`config.mk`:
```
export PLATFORM = sky130hd
export DESIGN_NAME = sbox_layer_seq
export DESIGN_NICKNAME = d
export VERILOG_FILES = /design/src/rtl/sbox_layer_seq_pkg.sv /design/src/rtl/present_sbox_lut.sv /design/src/rtl/sbox_layer_seq.sv
export SDC_FILE = /design/constraint.sdc
export NUM_CORES = 1
export LEC_CHECK = 0
export BUFFER_PORTS_ARGS = -buffer_cell sky130_fd_sc_hd__buf_2
export CELL_PAD_IN_SITES_DETAIL_PLACEMENT = 0
export CELL_PAD_IN_SITES_GLOBAL_PLACEMENT = 2
export CORE_UTILIZATION = 32
export CTS_CLUSTER_SIZE = 24
export DETAILED_ROUTE_END_ITERATION = 8
export PLACE_DENSITY = 0.81
export SYNTH_ARGS = -nofsm -noshare
export SYNTH_HDL_FRONTEND = slang
export SYNTH_SLANG_ARGS = --single-unit
```
`constraint.sdc`:
```
create_clock -name clk -period 5.4 [get_ports clk]
set_input_delay 0.27 -clock clk [delete_from_list [all_inputs] [get_ports clk]]
set_output_delay 0.27 -clock clk [all_outputs]
set_load 0.02 [all_outputs]
```
`src/rtl/sbox_layer_seq_pkg.sv`:
```
// present_pkg: shared types and constants for the PRESENT S-box layer.
//   state_t          : sequencer states (IDLE, BUSY, DONE)
//   PRESENT_NIBBLE_W : S-box input/output width
//   SBOX_FWD/INV     : forward and inverse PRESENT S-box tables, index = input
package present_pkg;

  typedef enum logic [1:0] {
    IDLE = 2'd0,
    BUSY = 2'd1,
    DONE = 2'd2
  } state_t;

  localparam int PRESENT_NIBBLE_W = 4;

  localparam logic [3:0] SBOX_FWD [16] = '{
    4'hC, 4'h5, 4'h6, 4'hB, 4'h9, 4'h0, 4'hA, 4'hD,
    4'h3, 4'hE, 4'hF, 4'h8, 4'h4, 4'h7, 4'h1, 4'h2
  };

  localparam logic [3:0] SBOX_INV [16] = '{
    4'h5, 4'hE, 4'hF, 4'h8, 4'hC, 4'h1, 4'h2, 4'hD,
    4'hB, 4'h4, 4'h6, 4'h3, 4'h0, 4'h7, 4'h9, 4'hA
  };

endpackage

```
`src/rtl/present_sbox_lut.sv`:
```
// present_sbox_lut: one 4-bit PRESENT S-box, pure combinational lookup.
//   din  : nibble in
//   inv  : select inverse table (only when SBOX_LAYER_INV_EN is defined)
//   dout : substituted nibble
module present_sbox_lut
  import present_pkg::*;
(
  input  logic [3:0] din,
`ifdef SBOX_LAYER_INV_EN
  input  logic       inv,
`endif
  output logic [3:0] dout
);

`ifdef SBOX_LAYER_INV_EN
  assign dout = inv ? SBOX_INV[din] : SBOX_FWD[din];
`else
  assign dout = SBOX_FWD[din];
`endif

endmodule

```
`src/rtl/sbox_layer_seq.sv`:
```
// sbox_layer_seq: sequential PRESENT substitution layer. Applies the S-box to
// every nibble of a WIDTH-bit word, LANES nibbles per clock, by substituting
// the low LANES nibbles and rotating the register right each BUSY cycle.
// Optional macro SBOX_LAYER_INV_EN adds the 'inv' port (inverse S-box).
//   clk, rst             : clock, async active-high reset
//   in_valid/in_ready    : input handshake, in_data = word to substitute
//   inv                  : decrypt select, captured on acceptance (optional)
//   out_valid/out_ready  : output handshake, out_data = substituted word
module sbox_layer_seq
  import present_pkg::*;
#(
  parameter int WIDTH = 64,
  parameter int LANES = 4
) (
  input  logic             clk,
  input  logic             rst,
  input  logic             in_valid,
  output logic             in_ready,
  input  logic [WIDTH-1:0] in_data,
`ifdef SBOX_LAYER_INV_EN
  input  logic             inv,
`endif
  output logic             out_valid,
  input  logic             out_ready,
  output logic [WIDTH-1:0] out_data
);

  localparam int LN      = (LANES < 1) ? 1 : LANES;
  localparam int LW      = PRESENT_NIBBLE_W * LN;
  localparam int NGROUPS = WIDTH / LW;
  localparam int CW      = (NGROUPS > 1) ? $clog2(NGROUPS) : 1;

  generate
    if ((LANES < 1) || (LANES > WIDTH / 4) || (WIDTH % LW != 0)) begin : g_bad_cfg
      $error("sbox_layer_seq: WIDTH must be a multiple of 4*LANES, 1 <= LANES <= WIDTH/4");
    end
  endgenerate

  state_t          state, state_nxt;
  logic [CW-1:0]   cnt;
  logic [WIDTH-1:0] data;
  logic [LW-1:0]   sub_low;
  logic [WIDTH-1:0] subst, rot;
  logic            last;

`ifdef SBOX_LAYER_INV_EN
  logic            inv_q;
`endif

  assign last = (cnt == CW'(NGROUPS - 1));

  // S-box lanes always look at the bottom of the register; rotation brings
  // each group there in turn.
  generate
    for (genvar g = 0; g < LN; g++) begin : g_lane
      present_sbox_lut u_lut (
        .din  (data[g*4 +: 4]),
`ifdef SBOX_LAYER_INV_EN
        .inv  (inv_q),
`endif
        .dout (sub_low[g*4 +: 4])
      );
    end
  endgenerate

  always_comb begin
    subst         = data;
    subst[LW-1:0] = sub_low;
  end

  // Rotate right by one group; after NGROUPS rotations the word is aligned.
  generate
    if (NGROUPS == 1) begin : g_rot_none
      assign rot = subst;
    end else begin : g_rot
      assign rot = {subst[LW-1:0], subst[WIDTH-1:LW]};
    end
  endgenerate

  // State register
  always_ff @(posedge clk or posedge rst) begin
    if (rst) state <= IDLE;
    else     state <= state_nxt;
  end

  // Next-state logic
  always_comb begin
    state_nxt = state;
    case (state)
      IDLE:    if (in_valid)  state_nxt = BUSY;
      BUSY:    if (last)      state_nxt = DONE;
      DONE:    if (out_ready) state_nxt = IDLE;
      default:                state_nxt = IDLE;
    endcase
  end

  // Outputs
  always_comb begin
    in_ready  = (state == IDLE);
    out_valid = (state == DONE);
    out_data  = data;
  end

  // Datapath: load on acceptance, substitute+rotate while BUSY, hold otherwise
  always_ff @(posedge clk or posedge rst) begin
    if (rst) begin
      data  <= '0;
      cnt   <= '0;
`ifdef SBOX_LAYER_INV_EN
      inv_q <= 1'b0;
`endif
    end else begin
      case (state)
        IDLE: if (in_valid) begin
          data  <= in_data;
          cnt   <= '0;
`ifdef SBOX_LAYER_INV_EN
          inv_q <= inv;
`endif
        end
        BUSY: begin
          data <= rot;
          cnt  <= cnt + 1'b1;
        end
        default: ;
      endcase
    end
  end

endmodule

```
After elaboration in Yosys (flattened, before gate mapping)
Memories as Yosys holds them, arrays and structs flattened.
Index checks and enable logic that the tools add are counted.
{ "totals": {"register_bits": 68, "rom_bits": 256, "input_bits": 68, "out_inout_bits": 66, "word_cells": 42, "mem_count": 4} }
{ "classes": {"addsub": 1, "magnitude_cmp": 4, "eq_ne": 6, "muxes": 16, "n_bitwise": 4, "reduce_logical": 4} }
{ "mem_list": {"columns": ["name", "words", "word_bits", "read_ports", "rd_ports_with_merged_regs", "wr", "line_no", "rtl"], "rows": [
  ["(name not given)", 16, 4, 1, 0, 0, "present_sbox_lut.sv:18", "assign dout = SBOX_FWD[din];"],
  ["(name not given)", 16, 4, 1, 0, 0, "present_sbox_lut.sv:18", null],
  ["(name not given)", 16, 4, 1, 0, 0, "present_sbox_lut.sv:18", null],
  ["(name not given)", 16, 4, 1, 0, 0, "present_sbox_lut.sv:18", null]
]} }
{ "ops": {"columns": ["operator", "count"], "rows": [
  ["64-bit one-hot mux with 2 select lines", 1],
  ["64-bit two-way mux", 1],
  ["4-bit two-way mux", 8],
  ["5-bit greater-or-equal comparator (second input constant)", 4],
  ["4-bit inverter with 5-bit output", 4],
  ["2-bit two-way mux", 4],
  ["2-bit one-hot mux with 3 select lines", 1],
  ["2-bit == test (second input constant)", 2],
  ["2-bit inequality test (second input constant)", 2],
  ["2-bit one-hot mux with 2 select lines", 1],
  ["3-bit AND reduction", 1],
  ["2-bit by 1-bit adder with 2-bit output (second input constant)", 1],
  ["2-bit by 1-bit == test with 1-bit output (second input constant)", 1],
  ["2-bit logical NOT", 1],
  ["2-bit by 1-bit inequality test with 1-bit output (second input constant)", 1],
  ["2-bit AND reduction", 1],
  ["2-bit nonzero test", 1]
]} }

Longest topological paths before layout
{ "logic_depth": {"depth_word": 5, "mapped_depth": 5} }

Modules after synthesis
Synthesis repeated with hierarchy kept, for this count alone.
{ "hier_totals": {"cells_unflattened": 489, "area_unflattened_um2": 4807.1} }
{ "by_module_without_submodules": {"columns": ["module", "instances", "cells_per_inst", "area_per_inst_um2", "seq_area_each_um2"], "rows": [
  ["sbox_layer_seq", 1, 417, 4072.7, 1701.6],
  ["present_sbox_lut at g_lane[0].u_lut ...", 3, 18, 185.2, 0.0],
  ["present_sbox_lut at g_lane[1].u_lut", 1, 18, 178.9, 0.0]
]} }

Worst setup path after synthesis
Ideal clock, no wire load.
{ "synth_timing": {"path_type": "register to register", "start": "reg data[4] (netlist: out_data[4])", "end": "reg data[54] (netlist: out_data[54])", "arrival_time_ps": 1707, "setup_slack_ps": 3600, "path_stages_with_launch": 6, "period_less_slack_ps": 1800, "path_cell_list": "dfrtp_1 -> inv_1 -> ha_1 -> inv_1 -> mux4_2 -> a221oi_2"} }
{ "synth_via": {"elab_chain_cells": 5} }
{ "synth_rtl": {"columns": ["item", "line_no", "rtl"], "rows": [
  ["start, declared", "sbox_layer_seq.sv:41", "logic [WIDTH-1:0] data;"],
  ["start signal, assigned", "sbox_layer_seq.sv:115", "data <= in_data;"],
  ["start signal, assigned", "sbox_layer_seq.sv:122", "data <= rot;"],
  ["4-bit inverter with 5-bit output (not written as such)", "present_sbox_lut.sv:18", null],
  ["memory 16 x 4 bit", null, null],
  ["4-bit two-way mux (not written as such) (2 in series)", "present_sbox_lut.sv:18", null],
  ["64-bit one-hot mux with 2 select lines", "sbox_layer_seq.sv:113", "case (state)"]
]} }
No other way between the ends. The select of a mux whose other input is x is not followed.
A chain may end at the register's enable or synchronous reset.

Worst setup path after layout
{ "layout_timing": {"start": "reg state[1]", "end": "reg data[53] (netlist: out_data[53])"} }
{ "layout_via": {"elab_chain_cells": 3} }
{ "layout_rtl": {"columns": ["item", "line_no", "rtl"], "rows": [
  ["start, declared", "sbox_layer_seq.sv:39", "state_t state, state_nxt;"],
  ["start signal, assigned", "sbox_layer_seq.sv:83", "else state <= state_nxt;"],
  ["2-bit by 1-bit == test with 1-bit output / 2-bit logical NOT (equally long branches)", "sbox_layer_seq.sv:113", null],
  ["2-bit nonzero test (no line) / 2-bit inequality test (equally long branches)", null, null],
  ["2-bit AND reduction (no line)", null, null]
]} }
Several ways; a longest one is shown, not always the timed one.

==> results.txt <==
* Final period demand of the worst path: 2.20 ns
* Effective utilization at floorplan: 0.332
- Number of endpoints with negative hold slack in the final report: 0
- Async set-or-reset flop fraction in the synthesized netlist: 1.00
- Syn_nets: 519
* Reg2Reg Depth: 5
* Largest net degree at the start of global routing: a little under 70
- GRT overflow: 0
- Area of the mapped netlist: approximately 0.0041 mm2
* Number of warnings printed during yosys synthesis: 0
* Clock insertion delay at the later pin of the skew report: between 0.3 and 0.4 ns
* Sort of element at the start of the critical path: register
* Clock root buffer master: sky130_fd_sc_hd__clkbuf_16
- Setup repair after global routing left no endpoint under its margin.
- For this design the top-level I/O count stands at approximately 130.
- Worst Clk Skew: between 0.009 and 0.01 ns
- Of the cells placed in the final design, the portion with a size suffix greater than 1 is 0.315.
* Via count: approximately 3600
* Maximum fanout along the worst path: 43
- Summed over all layers, the routed wires come to approximately 13 mm.
- For this design the static power due to leakage is roughly 2.4 nW.
- Met3 usage in global routing: 0.0429
* Max-cap violation count: 0
* Vias in the first global route: around 3400
- Peak ir drop on the vdd network: roughly 0.00023 V
* Number of input and output port buffers inserted: roughly 130
- Avg WL per Cell: 17.8 um
- The synthesized design contains 0 enable-type register cells.
- Once detail routing completed, the nets flagged for antenna violations numbered 0.
- The repair_antennas step left the layout with diodes totalling 0.
* CTS hold repair buffers: 0
- Endpoint of the lowest-slack register-to-register path: out_data[53]
- Dividing the final minimum period by the clock period gives 0.407.
* Clock tree from TritonCTS: built
- In the final design database the tool counted around 630 nets.
- In the routed layout, each cell is associated on average with a via count of around 5.
* Filler instances: approximately 1300
- Result of the run: completed
- At the end of routability-driven placement, the weighted congestion stood at between 0.7 and 0.8.
- Path type of the worst setup path: register to register
* Number of antenna violations at the first check in global routing: 0
- After routing, the total negative slack on setup checks comes to 0 ns.
- Power spread over the standard cell area amounts to around 730 mW/mm2.
* Synthesized flop and latch total: 68
* Crit path required time: between 5 and 6 ns
* Clock input transition at the sequential cells of the worst setup and hold paths: ~0.060 ns
* Headroom to the max-slew limit: 0.392
- In this run the standard cell core region covers around 0.012 mm2.
- Met2 capacity usage during global routing: 0.284
* Netlist cell types: slightly above 40
- Relative area change from synthesis to final layout: 25.8%
- Final HPWL from detailed placement: just under 9 mm
- M1 GR Usage: 0.301
* Iteration-0 DRC count of the detailed router: ~280
- From left edge to right edge, the die measures 115 um.
- Sequential share of the synthesized area: 0.419
- Achievable Freq: approximately 450 MHz
- In the routed design, unresolved DRC markers number 0.
- In this run the most used layer during global routing was met1.
- Cell count after synthesis: 430
* Mean area per synthesized cell: approximately 9.4 um2
- Measured along the y axis, the die boundary spans 115 um.
- Once the clock tree was built, the setup fixing pass inserted 0 buffers.
- STA classifies the critical path endpoint as a register.
* Total clock buffers created by CTS: 9
* Combined global-route utilization of all metal layers: 0.198
- Reg-to-reg slack, setup: between 3 and 4 ns
* Endpoints failing setup: 0
- For the worst setup path, the data arrival time is 2.42 ns.
* Startpoint of the worst-slack reg-to-reg timing path: state[1]
- Summing all non-filler instances in the final layout gives an area of 0.00511 mm2.
- Max Slew Vio Count: 0
- For the pin with the worst max-slew slack, the measured transition is ~0.91 ns.
- Length of the first detailed-routing pass in iterations: 4
- The first global-routing pass estimated about 19 mm of wire.
- Commonest register cell after synthesis: sky130_fd_sc_hd__dfrtp_1
- The tightest min-delay check is of the input pin to async pin type.
- H-tree depth reported by CTS: 3
- Count of standard-cell rows: 40
- Post-CTS repair changed the size of 0 cells.
- Die Outline Area: between 0.01 and 0.015 mm2
- The placed instances occupy a cell area of about 0.0048 mm2.
- In this run the deepest clock path goes through 2 buffers.
* # clock sinks: 68
## critical path, stage by stage, from the launching register on
cell                       delay, ns
sky130_fd_sc_hd__dfrtp_2        0.55
sky130_fd_sc_hd__buf_4          0.47
sky130_fd_sc_hd__o21bai_4       0.33
sky130_fd_sc_hd__buf_4          0.47
sky130_fd_sc_hd__nand2b_1       0.10
sky130_fd_sc_hd__o211a_1        0.14
## placed cells by master (no fill, tap or decap), types with 10 or more instances in the layout
cell / n
sky130_fd_sc_hd__ha_1: 21
sky130_fd_sc_hd__a31oi_1: 47
sky130_fd_sc_hd__inv_1: 22
sky130_fd_sc_hd__and2_1: 47
sky130_fd_sc_hd__nand2_1: 42
sky130_fd_sc_hd__dfrtp_1: 66
sky130_fd_sc_hd__a21oi_1: 10
sky130_fd_sc_hd__o21ai_0: 15
sky130_fd_sc_hd__o21ai_1: 36
sky130_fd_sc_hd__buf_2: 133
## synthesized netlist by cell type (all sizes together), types with 8 or more instances
master   n  share of area
a21oi   10          0.012
a31oi   47          0.072
and2    47          0.072
buf     25          0.038
clkbuf  15          0.014
dfrtp   68           0.42
ha      21          0.065
inv     24          0.022
mux4     8          0.044
nand2   42          0.039
nor2     9         0.0089
o21ai   51          0.063
o22ai    9          0.014
## worst max path at each step
stage	from	end	cells past startpoint
final	state[1]	out_data[53]	5
after global routing	state[0]	out_data[5]	3
after detailed placement	state[1]	out_data[53]	5
after global placement	state[1]	out_data[55]	5
after floorplan	rst	cnt[0]	1
after CTS	state[1]	out_data[53]	5
## sequential cells by signal, indices dropped and copies added (netlist names)
name      count
out_data     64
cnt           2
state         2
## per-layer routing
metal	vias up	routed length, um
li1	1731	-
met5	-	0
met1	1722	5940
met3	0	829
met2	123	5880
met4	0	0
## cell families (layout without fill, tap and decap cells)
kind of cell,after synthesis,count (layout),share of synthesized area
AO/OA/AOI/OAI,144,144,0.224
AND/OR/NAND/NOR,117,117,0.154
flip-flops,68,68,0.419
buffers and inverters,64,177,0.0743
adder cells (fa/ha/maj),21,21,0.0647
multiplexers,12,12,0.0543
XOR/XNOR,4,4,0.00863
## report_power, final
group / leakage, nW / switching (mW) / internal (mW)
clock: 0.169 / 0.230 / 0.464
sequential: 0.819 / 0.389 / 0.779
combinational: 1.36 / 1.08 / 0.804
## area by class of cell
class	count	area [um2]	share of cell area
Inverter	24	90.1	0.0176
Sequential cell	68	1700	0.334
Clock buffer	10	239	0.0468
Timing Repair Buffer	137	696	0.136
Clock inverter	6	111	0.0218
Tap cell	168	210	0.0412
Multi-Input combinational cell	298	2060	0.403
## stage by stage
step / utilization / power [mW] / setup slack [ns] / hold WS (ns) / cells
after floorplan: - / 2.51 / 3.42 / 0.415 / 430
after global placement: 0.389 / 3.04 / 3.18 / 0.486 / 695
after detailed placement: 0.389 / 3.08 / 3.18 / 0.492 / 695
after CTS: 0.418 / 3.79 / 3.18 / 0.173 / 711
after global routing: 0.418 / 4.04 / 3.02 / 0.192 / 711
final: 0.418 / 3.75 / 3.20 / 0.185 / 711
No activity file was read; power rests on OpenSTA's default activity.
